===== src/rtl/ctr_decryption_stream.sv =====
// AES-256-CTR receive-side controller: generates keystream through an
// external AES core and XORs it with streamed ciphertext blocks.
module ctr_decryption_stream #(
   parameter int CNT_W = 4
) (
   input  logic             clk,
   input  logic             rst,
   input  logic             start,
   input  logic [255:0]     key,
   input  logic [127:0]     iv,
   input  logic [CNT_W-1:0] num_blocks,
   input  logic [127:0]     ct_data,
   input  logic             ct_valid,
   output logic             ct_ready,
   output logic [127:0]     pt_data,
   output logic             pt_valid,
   input  logic             pt_ready,
   output logic             pt_last,
   output logic             aes_start,
   output logic [255:0]     aes_key,
   output logic [127:0]     aes_block,
   input  logic             aes_done,
   input  logic [127:0]     aes_out,
   output logic             busy,
   output logic             done
);

   localparam logic [2:0] IDLE     = 3'd0;
   localparam logic [2:0] GEN_REQ  = 3'd1;
   localparam logic [2:0] GEN_WAIT = 3'd2;
   localparam logic [2:0] WAIT_CT  = 3'd3;
   localparam logic [2:0] OUT      = 3'd4;

   localparam logic [CNT_W-1:0] ONE = {{(CNT_W-1){1'b0}}, 1'b1};

   logic [2:0]       state;
   logic [255:0]     key_q;
   logic [127:0]     ctr;
   logic [127:0]     ks_reg;
   logic [127:0]     pt_q;
   logic [CNT_W-1:0] nb_q;
   logic [CNT_W-1:0] blk_idx;
   logic [CNT_W-1:0] last_idx;
   logic             last_q;
   logic             done_q;

   assign last_idx  = nb_q - ONE;

   assign ct_ready  = (state == WAIT_CT);
   assign pt_valid  = (state == OUT);
   assign pt_last   = last_q & (state == OUT);
   assign pt_data   = pt_q;
   assign aes_start = (state == GEN_REQ);
   assign aes_key   = key_q;
   assign aes_block = ctr;
   assign busy      = (state != IDLE);
   assign done      = done_q;

   // Message sequencing: keystream request, ciphertext merge, plaintext hand-off
   always_ff @(posedge clk) begin
      if (!rst) begin
         state   <= IDLE;
         key_q   <= '0;
         ctr     <= '0;
         ks_reg  <= '0;
         pt_q    <= '0;
         nb_q    <= '0;
         blk_idx <= '0;
         last_q  <= 1'b0;
         done_q  <= 1'b0;
      end else begin
         done_q <= 1'b0;
         case (state)
            IDLE: begin
               if (start) begin
                  key_q   <= key;
                  ctr     <= iv;
                  nb_q    <= num_blocks;
                  blk_idx <= '0;
                  if (num_blocks == '0)
                     done_q <= 1'b1;
                  else
                     state <= GEN_REQ;
               end
            end
            GEN_REQ: state <= GEN_WAIT;
            GEN_WAIT: begin
               if (aes_done) begin
                  ks_reg <= aes_out;
                  state  <= WAIT_CT;
               end
            end
            WAIT_CT: begin
               if (ct_valid) begin
                  pt_q   <= ct_data ^ ks_reg;
                  last_q <= (blk_idx == last_idx);
                  state  <= OUT;
               end
            end
            OUT: begin
               if (pt_ready) begin
                  ctr     <= ctr + 128'd1;
                  blk_idx <= blk_idx + ONE;
                  last_q  <= 1'b0;
                  if (last_q) begin
                     done_q <= 1'b1;
                     state  <= IDLE;
                  end else begin
                     state <= GEN_REQ;
                  end
               end
            end
            default: state <= IDLE;
         endcase
      end
   end

endmodule


===== config.mk =====
export PLATFORM = sky130hd
export DESIGN_NAME = ctr_decryption_stream
export DESIGN_NICKNAME = d
export VERILOG_FILES = /design/src/rtl/ctr_decryption_stream.sv
export SDC_FILE = /design/constraint.sdc
export NUM_CORES = 2
export LEC_CHECK = 0
export ABC_AREA = 0
export BUFFER_PORTS_ARGS = -buffer_cell sky130_fd_sc_hd__buf_4
export CAP_MARGIN = 20
export CORE_AREA = 3 3 452 454
export CTS_CLUSTER_DIAMETER = 200
export DETAILED_ROUTE_END_ITERATION = 7
export DIE_AREA = 0 0 455 457
export PLACE_DENSITY_LB_ADDON = 0.3
export SETUP_SLACK_MARGIN = 0.1
export SLEW_MARGIN = 20
export SYNTH_ARGS = -nofsm -noshare
export SYNTH_HDL_FRONTEND = slang
export SYNTH_SLANG_ARGS = --single-unit

===== constraint.sdc =====
create_clock -name clk -period 6.7 [get_ports clk]
set_input_delay 0.67 -clock clk [delete_from_list [all_inputs] [get_ports clk]]
set_output_delay 0.67 -clock clk [all_outputs]
set_load 0.01 [all_outputs]

==> impl_metrics.yaml <==
outcome:
  outcome: "complete, no violations"
logic_synthesis:
  synthDistinctLibCells: 73
  synth-edff-count: 0
  yosys.area_share.xor_xnor_pct: 4.19
  syn-num-nets: 4321
  synth-seq-cells: 653
  yosys_most_used_dff: "dfxtp_1"
  synth_top_family_by_area: "simple AND/OR/NAND/NOR gates"
  synth_area_um2: 28400
  synth_adder_area_share_pct: 0.132
  postSynth.asyncResetShare_pct: 0
  synthMuxAreaShare_pct: 1.37
  syn_area_per_cell_um2: 7.74
  synth_warnings: 0
  ys_seq_area_share_pct: 46.0
  synth_compound_area_share_pct: 18.3
  syn_inst: 3668
  synthSimpleGateAreaFrac_pct: 25.9
clock_tree:
  cts_tree: "done"
  cts.repair.resized: 0
  numCtsBuffers: 86
  cts_root_buf: "clkbuf_16"
  clk_latency_ps: 720
  hold_buffers: 0
  clkTransAtPathRegs_ps: 60
  clock_sink_count: 653
  postCtsSetupBuffers: 0
  cts_max_level: 3
  ctsLongestPathBuffers: 3
pwr:
  p_sw_uw: 3330
  clkPwrFrac_pct: 43.6
  power_density_nw_per_um2: 256
  seqPwrFrac_pct: 40.0
  share_comb_of_total_power_pct: 16.4
  p_sw_share_pct: 30.4
  ir_drop_v: 0.000189
  leakagePower_uw: 0.0161
  p_int_uw: 7620
sta:
  setup_viol_count_final: 0
  hold_viol_final: 0
  fin_skew_ps: 37.2
  fin_tns_setup_ps: 0
  worst_pin_slew_ps: 1160
  min_period_ps: 4000
  fmax_mhz: 250
  grt_setup_unrepaired: "no"
  fin_crit_sh_pct: 59.7
  slew_headroom_pct: 21.8
  drv_slew: 0
global_routing:
  grt_start_max_net_pins: 163
  grt.overflow.total: 0
  first_global_vias: 30579
  antenna_found_initial: 33
  grtUsageTotal_pct: 17.1
  grt_pass1_wl_mm: 253
floorplanning:
  rows: 164
  die_w_um: 455
  core_um2: 200000
  die_area_um2: 208000
  start_util_pct: 14.2
  io_pins: 1168
  die_y_um: 457
layout:
  syn_to_final_growth_pct: 50.4
  layout.nets: 5325
  multi_input_area_um2: 14200
  nFillCells: 22506
  seqCellArea_um2: 13100
  drive_gt1_share_pct: 29.1
  final_cells: 7406
  fin_util_pct: 21.4
  largest_reg_flops: 256
worst_setup_path:
  crit_required_ps: 7330
  start_kind: "flip-flop"
  arrival_ps: 4630
  worst_setup_path_end_kind: "flip-flop"
  critPathMaxFanout: 15
  crit_type: "reg2reg"
detailed_routing:
  firstDrtPassIters: 6
  wl_per_cell_um: 25.3
  detail-route-antenna-nets: 0
  viasPerCell: 4.32
  dr.first_iter.drc_count: 2806
  num_vias: 32003
  drc: 0
  drt-total-wl_mm: 187
placed_design:
  dpl.cell_count: 7240
  post-dp-hpwl_mm: 148
  port_buffers: 1167
  gp_congestion: 0.943
job:
  cap_violations: 0
hold_path:
  hold_class: "in2reg"
## cell usage in the layout (no fill, tap or decap), types with 16 or more instances in the layout
master,n
o21a_1,18
nand3_1,93
a31oi_1,24
clkbuf_8,18
clkinv_2,17
mux2i_1,32
a21oi_1,489
nor4_1,74
nor3_1,76
a22oi_1,17
nor2_1,245
inv_1,20
nand4_1,82
and3_1,36
clkbuf_16,86
or4_1,26
or3_1,31
dfxtp_1,653
o31ai_1,17
nand2_1,933
a211oi_1,138
o21ai_0,74
xnor2_1,132
o22ai_1,16
buf_4,1188
clkbuf_1,16
## cell families after synthesis
group | Yosys count
muxes | 38
AOI/OAI and AO/OA | 874
adders and majority gates | 3
xor gates and xnor gates | 136
buffers and inverters | 304
DFF | 653
and+or+nand+nor | 1660
## worst paths after layout
check | from | cells past startpoint | slack (ps) | to
setup / recovery | aes_block[32] | 6 | 2700 | aes_block[86]
hold / removal | key[121] | 3 | 200 | aes_key[121]
setup reg to reg | aes_block[32] | 6 | 2700 | aes_block[86]
hold reg to reg | aes_key[70] | 2 | 450 | aes_key[70]
## synth_stat cells, types with 5 or more instances
master / number / area share (%)
mux2_2: 6 / 0.24
and3_1: 36 / 0.79
clkbuf_1: 256 / 3.4
or3_1: 32 / 0.70
buf_2: 7 / 0.12
a21oi_1: 489 / 8.6
o211ai_1: 8 / 0.21
and4_1: 8 / 0.25
mux2i_1: 32 / 1.1
nand3b_1: 5 / 0.13
or4_1: 26 / 0.69
nand4_1: 82 / 1.8
nand3_1: 93 / 1.6
o21ai_0: 74 / 1.3
o221ai_1: 5 / 0.15
nand2_1: 933 / 12
a311oi_1: 6 / 0.18
and2_1: 10 / 0.22
o221a_2: 5 / 0.20
or2_2: 6 / 0.13
a22oi_1: 17 / 0.45
o22ai_1: 16 / 0.35
a221oi_1: 7 / 0.22
a31oi_1: 24 / 0.53
o31ai_1: 17 / 0.45
a21boi_0: 9 / 0.24
buf_1: 19 / 0.25
xnor2_1: 132 / 4.1
o21a_1: 18 / 0.48
a211oi_1: 138 / 3.6
nor2_1: 246 / 3.3
nor3_1: 77 / 1.4
nor4b_1: 7 / 0.22
inv_1: 21 / 0.28
dfxtp_1: 653 / 46
nor3b_1: 5 / 0.13
nor4_1: 74 / 1.6
## worst max-delay path, stage by stage (launching register included)
cell,delay [ps]
dfxtp_1,460
nand3_1,340
nor4_1,930
nand4_1,960
or4b_2,930
a21oi_1,160
o21a_1,130
## power groups by stage
stage | Sequential (µW) | Combinational [µW] | Clock (µW)
after floorplan | 4460 | 660 | 0
after global placement | 4440 | 1820 | 0
after detailed placement | 4460 | 1820 | 0
after CTS | 4370 | 1830 | 4920
after global routing | 4410 | 1930 | 5060
final | 4380 | 1790 | 4780
## layer usage
layer / track usage [%] / routed length [µm] / vias to the layer above
li1: - / - / 14852
met1: 19.9 / 72500 / 15406
met2: 27.9 / 87400 / 1446
met3: 6.10 / 18100 / 277
met4: 7.85 / 9410 / 22
met5: 0 / 153 / -
## cell type report
type                            count  share of cell area (%)
Multi-Input combinational cell   2711                    33.3
Sequential cell                   653                    30.6
Timing Repair Buffer             1198                    21.3
Tap cell                         2656                    7.78
Clock buffer                      120                    5.76
Clock inverter                     38                    1.00
Inverter                           22                   0.211
Antenna cell                        8                  0.0468
## stage by stage
stage	power, µW	instance area (µm²)	setup slack, ps	hold slack [ps]
3_5_place_dp	6280	39800	2890	447
2_1_floorplan	5110	28400	3620	449
4_1_cts	11100	42700	2820	99.3
3_3_place_gp	6270	39800	2850	443
5_1_grt	11400	42700	2440	130
6_report	11000	42700	2700	197
Power figures use the tool's default switching activity.
